<file path="config.mk">
export PLATFORM = sky130hd
export DESIGN_NAME = video_stream_tx
export DESIGN_NICKNAME = d
export VERILOG_FILES = /design/src/rtl/video_stream_tx.sv
export SDC_FILE = /design/constraint.sdc
export NUM_CORES = 1
export LEC_CHECK = 0
export CAP_MARGIN = 5
export CORE_MARGIN = 3
export CORE_UTILIZATION = 35
export DETAILED_ROUTE_END_ITERATION = 10
export DONT_BUFFER_PORTS = 1
export PLACE_DENSITY_LB_ADDON = 0.25
export SLEW_MARGIN = 5
export SYNTH_ARGS = -nofsm -noshare
export SYNTH_HDL_FRONTEND = slang
export SYNTH_SLANG_ARGS = --single-unit
</file>
<file path="constraint.sdc">
create_clock -name clk -period 6.7 [get_ports clk]
set_input_delay 0.67 -clock clk [delete_from_list [all_inputs] [get_ports clk]]
set_output_delay 0.67 -clock clk [all_outputs]
set_load 0.005 [all_outputs]
</file>
<file path="src/rtl/video_stream_tx.sv">
// Pixel FIFO feeding an Avalon-ST video source: one header beat per frame,
// then IMAGE_W*IMAGE_H pixel beats with column/row tracking and a frame counter.
module video_stream_tx #(
  parameter int unsigned IMAGE_W    = 640,
  parameter int unsigned IMAGE_H    = 480,
  parameter int unsigned FIFO_DEPTH = 8
) (
  input  logic        clk,
  input  logic        reset_n,
  input  logic        in_valid,
  input  logic [7:0]  in_red,
  input  logic [7:0]  in_green,
  input  logic [7:0]  in_blue,
  output logic        in_ready,
  output logic [23:0] source_data,
  output logic        source_valid,
  input  logic        source_ready,
  output logic        source_sop,
  output logic        source_eop,
  output logic [10:0] x,
  output logic [10:0] y,
  output logic [7:0]  frame_count
);

  localparam int unsigned AW = (FIFO_DEPTH > 1) ? $clog2(FIFO_DEPTH) : 1;
  localparam int unsigned CW = AW + 1;
  localparam int unsigned PW = 24;
  localparam int unsigned XW = 11;
  localparam int unsigned FW = 8;

  typedef enum logic [1:0] {
    ST_IDLE   = 2'd0,
    ST_HEADER = 2'd1,
    ST_PIXELS = 2'd2
  } state_e;

  state_e          state_q, state_d;
  logic [PW-1:0]   mem_q [FIFO_DEPTH];
  logic [AW-1:0]   wr_ptr_q, wr_ptr_d;
  logic [AW-1:0]   rd_ptr_q, rd_ptr_d;
  logic [CW-1:0]   count_q, count_d;
  logic            in_ready_q, in_ready_d;
  logic [XW-1:0]   x_q, x_d;
  logic [XW-1:0]   y_q, y_d;
  logic [FW-1:0]   frame_q, frame_d;
  logic            push;
  logic            pop;
  logic            last_px;
  logic            last_ln;

  assign in_ready    = in_ready_q;
  assign x           = x_q;
  assign y           = y_q;
  assign frame_count = frame_q;

  // State, pointers and counters; in_ready is a register so it never sees source_ready
  always_ff @(posedge clk or negedge reset_n) begin
    if (!reset_n) begin
      state_q    <= ST_IDLE;
      wr_ptr_q   <= '0;
      rd_ptr_q   <= '0;
      count_q    <= '0;
      in_ready_q <= 1'b0;
      x_q        <= '0;
      y_q        <= '0;
      frame_q    <= '0;
    end else begin
      state_q    <= state_d;
      wr_ptr_q   <= wr_ptr_d;
      rd_ptr_q   <= rd_ptr_d;
      count_q    <= count_d;
      in_ready_q <= in_ready_d;
      x_q        <= x_d;
      y_q        <= y_d;
      frame_q    <= frame_d;
    end
  end

  always_ff @(posedge clk) begin
    if (push) begin
      mem_q[wr_ptr_q] <= {in_red, in_green, in_blue};
    end
  end

  always_comb begin
    state_d      = state_q;
    x_d          = x_q;
    y_d          = y_q;
    frame_d      = frame_q;
    source_valid = 1'b0;
    source_data  = '0;
    source_sop   = 1'b0;
    source_eop   = 1'b0;
    pop          = 1'b0;
    push         = in_valid && in_ready_q;
    last_px      = (x_q == XW'(IMAGE_W - 1));
    last_ln      = (y_q == XW'(IMAGE_H - 1));

    case (state_q)
      ST_IDLE: begin
        if (count_q != '0) state_d = ST_HEADER;
      end
      ST_HEADER: begin
        source_valid = 1'b1;
        source_sop   = 1'b1;
        if (source_ready) state_d = ST_PIXELS;
      end
      ST_PIXELS: begin
        source_valid = (count_q != '0);
        if (source_valid) begin
          source_data = mem_q[rd_ptr_q];
          source_eop  = last_px && last_ln;
        end
        pop = source_valid && source_ready;
        if (pop) begin
          if (last_px) begin
            x_d = '0;
            if (last_ln) begin
              y_d     = '0;
              frame_d = frame_q + FW'(1);
              state_d = ST_IDLE;
            end else begin
              y_d = y_q + XW'(1);
            end
          end else begin
            x_d = x_q + XW'(1);
          end
        end
      end
      default: state_d = ST_IDLE;
    endcase

    wr_ptr_d   = push ? wr_ptr_q + AW'(1) : wr_ptr_q;
    rd_ptr_d   = pop  ? rd_ptr_q + AW'(1) : rd_ptr_q;
    count_d    = count_q + CW'(push) - CW'(pop);
    in_ready_d = (count_d != CW'(FIFO_DEPTH));
  end

endmodule

</file>
## After elaboration in Yosys (flattened, before gate mapping)

Memory sizes are Yosys's and may differ from the RTL's.
Cells that the tools add are included.

| storage, ports and cells | value |
|---|---|
| output and inout port bits | 58 |
| bits in writable memories | 192 |
| register bits after elaboration | 43 |
| memories kept | 1 |

Memory list:

| memory | words | width | read ports | clocked after Yosys merged registers in | write ports | line | RTL |
|---|---|---|---|---|---|---|---|
| mem_q | 8 | 24 | 1 | 0 | 1 | 38 | `logic [PW-1:0] mem_q [FIFO_DEPTH];` |

| operators by class | value |
|---|---|
| $add $sub $neg | 7 |
| equal/unequal tests | 10 |
| reductions and logical operators | 9 |
| muxes and demuxes | 17 |

Operators by type and width:

| cell | count |
|---|---|
| 24-bit 2-to-1 mux | 2 |
| 11-bit by 1-bit adder with 11-bit output (second input constant) | 2 |
| 11-bit 2-to-1 mux | 2 |
| 11-bit by 10-bit == test with 1-bit output (second input constant) | 1 |
| 11-bit by 9-bit == test with 1-bit output (second input constant) | 1 |
| 2-bit 2-to-1 mux | 5 |
| 2-bit != test (second input constant) | 5 |
| 8-bit by 1-bit adder with 8-bit output (second input constant) | 1 |
| 3-bit by 1-bit adder with 3-bit output (second input constant) | 2 |
| 1-bit 2-to-1 mux | 6 |
| 2-bit case mux with 3 select lines | 1 |
| 5-bit AND reduction | 1 |
| 4-bit by 1-bit adder with 4-bit output | 1 |
| 4-bit != test (second input constant) | 1 |
| 4-bit AND reduction | 1 |
| 4-bit nonzero test | 1 |
| 4-bit by 1-bit subtractor with 4-bit output | 1 |
| 1-bit logical AND | 3 |
| 3-bit AND reduction | 1 |
| 2-bit by 1-bit == test with 1-bit output (second input constant) | 1 |
| 2-bit == test (second input constant) | 1 |
| 2-bit zero test | 1 |
| 1-bit case mux with 2 select lines | 1 |
| 2-bit AND reduction | 1 |

## Logic depth before layout (Yosys ltp)

Gate-level depths: netlist of run 1.

| logic depth | value |
|---|---|
| depth in word-level cells | 5 |
| gate-level depth with buffers | 12 |
| depth with buffers taken out | 12 |

## Worst setup path after synthesis of run 1

Ideal clock, no wire load.

| timing path | value |
|---|---|
| kind | input-to-reg |
| start | input in_valid |
| end | memory mem_q[0][0], enable pin |
| data arrival time | 3.154 ns |
| buffers on the path | 0 |
| stages on the path | 2 |
| setup time | 0.466 ns |
| data required time | 6.234 ns |
| slack | 3.081 ns |
| cells stage by stage | nand2_1 nor4_1 |

| between the ends | value |
|---|---|
| cells in the longest elaborated chain, start to end | 3 |

RTL lines:

| what | line | RTL |
|---|---|---|
| start, declared | 10 | `input logic in_valid,` |
| 1-bit logical AND | 95 | `push = in_valid && in_ready_q;` |
| 1-bit 2-to-1 mux | 80 | `if (push) begin` |
| 1-bit 2-to-1 mux (implied by the code) | 81 | `mem_q[wr_ptr_q] <= {in_red, in_green, in_blue};` |
| end, declared | 38 |  |

No other way between the ends.

## Final worst setup path of run 1

| timing path | value |
|---|---|
| start | register count_q[2] |
| end | output source_data[19] |

| between the ends | value |
|---|---|
| cells in the longest elaborated chain, start to end | 3 |

RTL lines:

| what | line | RTL |
|---|---|---|
| start, declared | 41 | `logic [CW-1:0] count_q, count_d;` |
| start signal, assigned | 71 | `count_q <= count_d;` |
| 4-bit nonzero test | 109 | `source_valid = (count_q != '0);` |
| 24-bit 2-to-1 mux | 110 | `if (source_valid) begin` |
| 24-bit 2-to-1 mux | 99 | `case (state_q)` |
| end, declared | 15 | `output logic [23:0] source_data,` |

No other way between the ends.

==> impl_metrics.xml, run 1 <==
<?xml version="1.0" encoding="UTF-8"?>
<metrics>
  <group name="timing">
    <metric name="final_cycle_share" unit="%">49.22</metric>
    <metric name="rsz_0062_raised_after_global_routing" unit="">no</metric>
    <metric name="skew" unit="ps">14.54</metric>
    <metric name="finalMaxSlewViolations" unit="">0</metric>
    <metric name="fmax" unit="GHz">0.3032</metric>
    <metric name="final.hold.worst_slack" unit="ps">235.4</metric>
    <metric name="setup_viol" unit="">0</metric>
    <metric name="finalHoldViolations" unit="">0</metric>
    <metric name="tightest_slew" unit="ps">1104</metric>
    <metric name="max_slew_margin" unit="%">26.24</metric>
    <metric name="timing.final.crit_period" unit="ps">3298</metric>
    <metric name="tns" unit="ps">0</metric>
  </group>
  <group name="final_layout">
    <metric name="final_cells" unit="">903</metric>
    <metric name="areaGrowthSynthToFinish" unit="%">14.20</metric>
    <metric name="design.final.nets" unit="">592</metric>
    <metric name="fillCellCount" unit="">2308</metric>
    <metric name="inserted_diodes" unit="">0</metric>
    <metric name="post_route_cells_drive_above_1_share" unit="%">20.95</metric>
    <metric name="layout.cell_area.non_filler" unit="um2">10850</metric>
  </group>
  <group name="placement">
    <metric name="detailed_place_hpwl" unit="um">11800</metric>
    <metric name="placedInstanceArea" unit="um2">9967</metric>
    <metric name="placed_cells" unit="">856</metric>
    <metric name="finalWeightedCongestion" unit="">0.8131</metric>
    <metric name="place.port_buffers" unit="">0</metric>
  </group>
  <group name="route">
    <metric name="post_drt_via_cell_ratio" unit="">5.225</metric>
    <metric name="routedWlPerCell" unit="um">21.74</metric>
    <metric name="vias" unit="">4718</metric>
    <metric name="detail_route.wirelength" unit="um">19630</metric>
    <metric name="remaining_drc_errors" unit="">0</metric>
    <metric name="drt-pass1-iter-count" unit="">6</metric>
    <metric name="detailedRoute.firstIterationViolations" unit="">272</metric>
    <metric name="drt.antenna.violating_nets" unit="">0</metric>
  </group>
  <group name="synthesis">
    <metric name="synth_area_per_inst" unit="um2">18.02</metric>
    <metric name="synth-warning-count" unit="">0</metric>
    <metric name="synthFlopType" unit="">sky130_fd_sc_hd__edfxtp_1</metric>
    <metric name="muxShareOfSynthArea" unit="%">14.38</metric>
    <metric name="synthDistinctLibCells" unit="">41</metric>
    <metric name="ys_top_cells_by_area" unit="">sky130_fd_sc_hd__edfxtp_1 61%, sky130_fd_sc_hd__mux4_2 11%, sky130_fd_sc_hd__dfrtp_1 11%, sky130_fd_sc_hd__mux2i_1 2.5%, sky130_fd_sc_hd__ha_1 1.7%</metric>
    <metric name="yosys.cell_count.top_type" unit="">sky130_fd_sc_hd__edfxtp_1</metric>
    <metric name="synth.net_count" unit="">569</metric>
    <metric name="synth_top_cell_by_area" unit="">sky130_fd_sc_hd__edfxtp_1</metric>
    <metric name="synth_compound_gate_area_share" unit="%">1.093</metric>
    <metric name="synthTopCellsByCount" unit="">192 x sky130_fd_sc_hd__edfxtp_1, 48 x sky130_fd_sc_hd__mux4_2, 43 x sky130_fd_sc_hd__dfrtp_1</metric>
    <metric name="fraction_of_registers_with_async_set_or_reset_after_synthesis" unit="%">18.30</metric>
    <metric name="synthXorXnorAreaFrac" unit="%">2.489</metric>
    <metric name="synth_simple_gate_area_share" unit="%">6.731</metric>
    <metric name="synth_sequential_area_ratio" unit="%">72.02</metric>
    <metric name="synth_top_cell_area_share" unit="%">60.70</metric>
    <metric name="post_synth_fa_ha_maj_area_fraction" unit="%">1.923</metric>
    <metric name="synth_edf_count" unit="">192</metric>
    <metric name="netlist_area" unit="um2">9499</metric>
    <metric name="synth_top_family_by_area" unit="">multiplexers</metric>
    <metric name="synthCells" unit="">527</metric>
    <metric name="synth_seq_cells" unit="">235</metric>
  </group>
  <group name="clocking">
    <metric name="worstSkewPairLatency" unit="ps">530</metric>
    <metric name="post_cts_buffers" unit="">0</metric>
    <metric name="clock-sinks" unit="">235</metric>
    <metric name="cts.reportedPaths.clkPinSlew" unit="ps">60</metric>
    <metric name="cts_tree" unit="">done</metric>
    <metric name="cts_made_buffers" unit="">25</metric>
    <metric name="number_of_buffers_on_the_longest_clock_path" unit="">3</metric>
    <metric name="cts.htree.levels" unit="">1</metric>
    <metric name="clockRootBuffer" unit="">sky130_fd_sc_hd__clkbuf_16</metric>
  </group>
  <group name="global_route">
    <metric name="grt_first_pass_wirelength" unit="um">30300</metric>
    <metric name="globalRoute.totalOverflow" unit="">0</metric>
    <metric name="grt_antenna_before_repair" unit="">0</metric>
    <metric name="vias_in_the_first_global_route" unit="">5138</metric>
    <metric name="grt_util_all_layers" unit="%">13.57</metric>
    <metric name="largest_net_degree_at_the_start_of_global_routing" unit="">51</metric>
  </group>
  <group name="setup_path">
    <metric name="worstPathArrival" unit="ps">2630</metric>
    <metric name="criticalPathCategory" unit="">flip-flop to primary output</metric>
    <metric name="worst_ep_required_time" unit="ps">6030</metric>
    <metric name="setup.worst_path.end_class" unit="">primary output</metric>
    <metric name="timing.critical_path.from_type" unit="">flip-flop</metric>
    <metric name="critical_path.max_fanout" unit="">24</metric>
  </group>
  <group name="power">
    <metric name="seq_power_share" unit="%">45.8</metric>
    <metric name="total_leakage_power" unit="nW">3.704</metric>
    <metric name="report.power.total" unit="mW">4.375</metric>
    <metric name="worst_ir_drop_vdd" unit="mV">0.1744</metric>
    <metric name="power_frac_clock" unit="%">32.6</metric>
    <metric name="combPwrFrac" unit="%">21.6</metric>
    <metric name="p_sw_share" unit="%">27.76</metric>
    <metric name="cellPowerDensity" unit="nW/um2">403.3</metric>
    <metric name="net-switching-power" unit="mW">1.214</metric>
    <metric name="internal_power" unit="mW">3.160</metric>
  </group>
  <group name="run">
    <metric name="drv_cap" unit="">0</metric>
  </group>
  <group name="floorplan">
    <metric name="fp.dieArea" unit="um2">29150</metric>
    <metric name="die_y" unit="um">170.7</metric>
    <metric name="floorplan.initialDensity" unit="%">36.04</metric>
    <metric name="chipWidth" unit="um">170.7</metric>
    <metric name="core.rowCount" unit="">59</metric>
    <metric name="core" unit="um2">26350</metric>
    <metric name="top_level_ports" unit="">86</metric>
  </group>
  <group name="hold_path">
    <metric name="holdCritPathClass" unit="">input port to flip-flop</metric>
  </group>
  <group name="status">
    <metric name="run_status" unit="">finished, final reports clean</metric>
  </group>
</metrics>
state kept, by name, summed over array words and instances (netlist names):
| register | count |
|---|---|
| state_q | 2 |
| in_ready | 1 |
| x | 11 |
| mem_q | 192 |
| count_q | 4 |
| wr_ptr_q | 3 |
| y | 11 |
| frame_count | 8 |
| rd_ptr_q | 3 |
through the flow:
step                utilization, %  setup slack [ps]
finish                       41.16              3402
global route                 41.16              3130
CTS                          41.16              3326
detailed placement           37.82              3889
global placement             37.82              3888
floorplan                        -              3081
cells by family after synthesis:
group,count (synthesis)
and+or+nand+nor,129
xor gates and xnor gates,27
adders and majority gates,14
DFF,235
muxes,76
AOI/OAI and AO/OA,17
buffers and inverters,29
final cells by class:
cell class,instances,area (um2),share of cell area [%]
timing repair buffer,16,135.1,1.246
tap,335,419.2,3.864
clock inverter,14,202.7,1.869
inverter,9,33.78,0.3114
clock buffer,31,648.1,5.975
multi-input combinational,263,2562,23.62
sequential,235,6847,63.11
layer usage:
metal / vias to the layer above / track usage [%] / part of all wire (%)
li1: 2100 / - / -
met1: 2471 / 17.40 / 42
met2: 109 / 22.73 / 49
met3: 38 / 3.905 / 7.1
met4: 0 / 3.704 / 2.3
met5: - / 0 / 0
critical path, cell delays in order, from the launching register on:
cell and delay, ps:
sky130_fd_sc_hd__dfrtp_1 360, sky130_fd_sc_hd__inv_1 80, sky130_fd_sc_hd__ha_1 160, sky130_fd_sc_hd__or3b_4 410, sky130_fd_sc_hd__nand2_1 820, sky130_fd_sc_hd__nor2_1 270
layout by cell type (no fill, tap or decap), drive strengths merged, types with 5 or more instances in the layout:
cell type,count
nor2,42
edfxtp,192
xnor2,16
dfrtp,43
clkbuf,31
inv,10
xor2,11
clkinv,6
nand2,28
and3,6
bufinv,5
nand4,7
nor3,13
mux4,48
o21ai,8
nand3,18
mux2i,24
ha,13
buf,15
final timing paths:
kind,startpoint,end,slack (ps),depth (start not counted)
worst max-delay path,count_q[2]$_DFF_PN0_,source_data[19],3400,5
worst min-delay path,in_blue[5],mem_q[3][5]$_DFFE_PP_,240,0
worst max register to register,count_q[2]$_DFF_PN0_,in_ready$_DFF_PN0_,3970,12
worst min register to register,rd_ptr_q[1]$_DFFE_PN0P_,rd_ptr_q[1]$_DFFE_PN0P_,500,2
max in group asynchronous,reset_n,rd_ptr_q[0]$_DFFE_PN0P_,5840,2
min in group asynchronous,reset_n,x[9]$_DFFE_PN0P_,630,2
power groups by stage:
| stage | Clock (mW) | Combinational (mW) | Sequential, mW |
|---|---|---|---|
| 2_1_floorplan | 0 | 0.810 | 1.90 |
| 3_3_place_gp | 0 | 0.946 | 2.03 |
| 3_5_place_dp | 0 | 0.964 | 2.04 |
| 4_1_cts | 1.47 | 0.974 | 2.01 |
| 5_1_grt | 1.54 | 1.04 | 2.04 |
| 6_report | 1.43 | 0.944 | 2.00 |
repair_timing:
action / 4_1_cts / 5_1_grt
gates resized for setup: 0 / 0
hold endpoints to repair: 43 / 0
hold buffers: 2 / 0
Power figures use the tool's default switching activity.
==> run 2: changes to the inputs <==
==> constraint.sdc (replaced) <==
create_clock -name clk -period 3.3 [get_ports clk]
set_input_delay 0.33 -clock clk [delete_from_list [all_inputs] [get_ports clk]]
set_output_delay 0.33 -clock clk [all_outputs]
set_load 0.005 [all_outputs]
==> run 2 against run 1 <==
Combinational power increased by 130%. Wire length rose by 0.86%. First-iteration DRC count grew 9.2%. Via count up 2.9%. Sequential power increased by 98%. Global-route usage increased by 0.36 points.
==> impl_metrics.xml, run 2 (same netlist as run 1, synthesis figures left out) <==
<?xml version="1.0" encoding="UTF-8"?>
<metrics>
  <group name="clocking">
    <metric name="cts_tree" unit="">done</metric>
    <metric name="cts.htree.levels" unit="">1</metric>
    <metric name="cts_made_buffers" unit="">26</metric>
    <metric name="clock-sinks" unit="">235</metric>
    <metric name="clockRootBuffer" unit="">sky130_fd_sc_hd__clkbuf_16</metric>
    <metric name="worstSkewPairLatency" unit="ps">520</metric>
    <metric name="post_cts_buffers" unit="">0</metric>
    <metric name="number_of_buffers_on_the_longest_clock_path" unit="">3</metric>
    <metric name="cts.reportedPaths.clkPinSlew" unit="ps">60</metric>
  </group>
  <group name="hold_path">
    <metric name="hold_depth" unit="">2</metric>
    <metric name="holdCritPathClass" unit="">input port to flip-flop</metric>
    <metric name="min_delay_worst_endpoint" unit="">rd_ptr_q[0]$_DFFE_PN0P_</metric>
    <metric name="hold_path.startpoint" unit="">source_ready</metric>
  </group>
  <group name="route">
    <metric name="detailedRoute.firstIterationViolations" unit="">297</metric>
    <metric name="detail_route.wirelength" unit="um">19800</metric>
    <metric name="remaining_drc_errors" unit="">0</metric>
    <metric name="vias" unit="">4857</metric>
    <metric name="drt-pass1-iter-count" unit="">4</metric>
    <metric name="routedWlPerCell" unit="um">21.20</metric>
    <metric name="drt.antenna.violating_nets" unit="">0</metric>
    <metric name="post_drt_via_cell_ratio" unit="">5.200</metric>
  </group>
  <group name="final_layout">
    <metric name="regMostFlops" unit="">mem_q</metric>
    <metric name="final_cells" unit="">934</metric>
    <metric name="largest_register_ffs" unit="">192</metric>
    <metric name="post_route_cells_drive_above_1_share" unit="%">20.37</metric>
    <metric name="inserted_diodes" unit="">0</metric>
    <metric name="fillCellCount" unit="">2360</metric>
    <metric name="mostFrequentLayoutCell" unit="">sky130_fd_sc_hd__edfxtp_1</metric>
    <metric name="areaGrowthSynthToFinish" unit="%">17.33</metric>
    <metric name="design.final.nets" unit="">621</metric>
    <metric name="final_util" unit="%">42.29</metric>
    <metric name="final_cell_mix" unit="">192 x sky130_fd_sc_hd__edfxtp_1, 48 x sky130_fd_sc_hd__mux4_2, 41 x sky130_fd_sc_hd__dfrtp_1, 39 x sky130_fd_sc_hd__nor2_1, 28 x sky130_fd_sc_hd__nand2_1</metric>
  </group>
  <group name="setup_path">
    <metric name="criticalPathCategory" unit="">flip-flop to primary output</metric>
    <metric name="worstReg2RegEnd" unit="">in_ready$_DFF_PN0_</metric>
    <metric name="rrSetupSlack" unit="ps">590</metric>
    <metric name="worst_ep_required_time" unit="ps">2970</metric>
    <metric name="worstPathArrival" unit="ps">2440</metric>
    <metric name="critical_path.max_fanout" unit="">20</metric>
    <metric name="timing.critical_path.from_type" unit="">flip-flop</metric>
    <metric name="setup.worst_path.end_class" unit="">primary output</metric>
    <metric name="worstReg2RegStart" unit="">count_q[2]$_DFF_PN0_</metric>
    <metric name="timing.reg2reg.worst_path_depth" unit="">12</metric>
  </group>
  <group name="global_route">
    <metric name="use_met2" unit="%">24.13</metric>
    <metric name="grt_use_met3" unit="%">3.905</metric>
    <metric name="global_route.usage.met1" unit="%">17.65</metric>
    <metric name="vias_in_the_first_global_route" unit="">5340</metric>
    <metric name="busiest_layer" unit="">met2</metric>
    <metric name="globalRoute.totalOverflow" unit="">0</metric>
    <metric name="grt_first_pass_wirelength" unit="um">31480</metric>
    <metric name="largest_net_degree_at_the_start_of_global_routing" unit="">48</metric>
    <metric name="grt_antenna_before_repair" unit="">1</metric>
    <metric name="grt_util_all_layers" unit="%">13.93</metric>
  </group>
  <group name="timing">
    <metric name="timing.final.crit_period" unit="ps">2768</metric>
    <metric name="finalHoldViolations" unit="">0</metric>
    <metric name="finalMaxSlewViolations" unit="">0</metric>
    <metric name="fmax" unit="GHz">0.3612</metric>
    <metric name="tns" unit="ps">0</metric>
    <metric name="setup_viol" unit="">0</metric>
    <metric name="rsz_0062_raised_after_global_routing" unit="">no</metric>
    <metric name="tightest_slew" unit="ps">542.2</metric>
    <metric name="skew" unit="ps">11.91</metric>
    <metric name="max_slew_margin" unit="%">63.86</metric>
    <metric name="final_cycle_share" unit="%">83.89</metric>
    <metric name="final.hold.worst_slack" unit="ps">55.39</metric>
  </group>
  <group name="floorplan">
    <metric name="floorplan.initialDensity" unit="%">36.04</metric>
    <metric name="die_y" unit="um">170.7</metric>
    <metric name="core" unit="um2">26350</metric>
    <metric name="top_level_ports" unit="">86</metric>
    <metric name="chipWidth" unit="um">170.7</metric>
    <metric name="core.rowCount" unit="">59</metric>
    <metric name="fp.dieArea" unit="um2">29150</metric>
  </group>
  <group name="placement">
    <metric name="detailed_place_hpwl" unit="um">12060</metric>
    <metric name="finalWeightedCongestion" unit="">0.8159</metric>
    <metric name="place.port_buffers" unit="">0</metric>
    <metric name="placed_cells" unit="">859</metric>
  </group>
  <group name="run">
    <metric name="drv_cap" unit="">0</metric>
  </group>
  <group name="power">
    <metric name="cellPowerDensity" unit="nW/um2">792.6</metric>
    <metric name="worst_ir_drop_vdd" unit="mV">0.3234</metric>
    <metric name="total_leakage_power" unit="nW">3.826</metric>
    <metric name="report.power.total" unit="mW">8.834</metric>
  </group>
  <group name="status">
    <metric name="run_status" unit="">finished, final reports clean</metric>
  </group>
</metrics>
[run 2: how the worst max path moves through the flow]
| stage | from | endpoint | cells after the start | slack (ps) |
|---|---|---|---|---|
| after floorplan | in_ready$_DFF_PN0_ | mem_q[2][0]$_DFFE_PP_ | 2 | 570 |
| after global placement | count_q[2]$_DFF_PN0_ | in_ready$_DFF_PN0_ | 12 | 670 |
| after detailed placement | count_q[2]$_DFF_PN0_ | in_ready$_DFF_PN0_ | 12 | 580 |
| after CTS | rd_ptr_q[0]$_DFFE_PN0P_ | source_data[4] | 4 | 450 |
| after global routing | rd_ptr_q[0]$_DFFE_PN0P_ | source_data[3] | 4 | 340 |
| final | rd_ptr_q[0]$_DFFE_PN0P_ | source_data[4] | 4 | 530 |
[run 2: through the flow]
step | cell area, um2 | worst slack (ps)
detailed placement | 10020 | 576.0
floorplan | 9505 | 571.8
global route | 11150 | 339.3
CTS | 11150 | 447.0
finish | 11150 | 531.6
global placement | 10020 | 673.7
[run 2: repair_timing]
item,CTS,global route
hold buffers,27,0
hold endpoints to repair,236,0
gates resized for setup,0,0
[run 2: report_power, final]
part | total [mW] | leakage (nW) | switching [mW] | internal, mW
combinational | 2.16 | 1.12 | 1.13 | 1.03
sequential | 3.95 | 2.30 | 0.276 | 3.67
clock | 2.73 | 0.402 | 1.10 | 1.63
total | 8.83 | 3.83 | 2.50 | 6.33
[run 2: metal layers]
| layer | vias to the layer above | share of wire [%] |
|---|---|---|
| li1 | 2165 | - |
| met1 | 2523 | 41 |
| met2 | 141 | 51 |
| met3 | 26 | 7.0 |
| met4 | 2 | 1.7 |
| met5 | - | 0.066 |
[run 2: layout make-up]
| type | instances | area, um2 | area share (%) |
|---|---|---|---|
| multi-input combinational | 263 | 2571 | 23.07 |
| clock buffer | 41 | 787.0 | 7.061 |
| inverter | 9 | 33.78 | 0.3031 |
| tap | 335 | 419.2 | 3.761 |
| clock inverter | 7 | 47.55 | 0.4266 |
| timing repair buffer | 44 | 440.4 | 3.951 |
| sequential | 235 | 6847 | 61.43 |
[run 2: worst max-delay path: stages, from the launching register on]
cell	delay, ps
sky130_fd_sc_hd__dfrtp_4	690
sky130_fd_sc_hd__buf_4	370
sky130_fd_sc_hd__mux4_2	540
sky130_fd_sc_hd__mux2i_1	200
sky130_fd_sc_hd__nor2_1	100
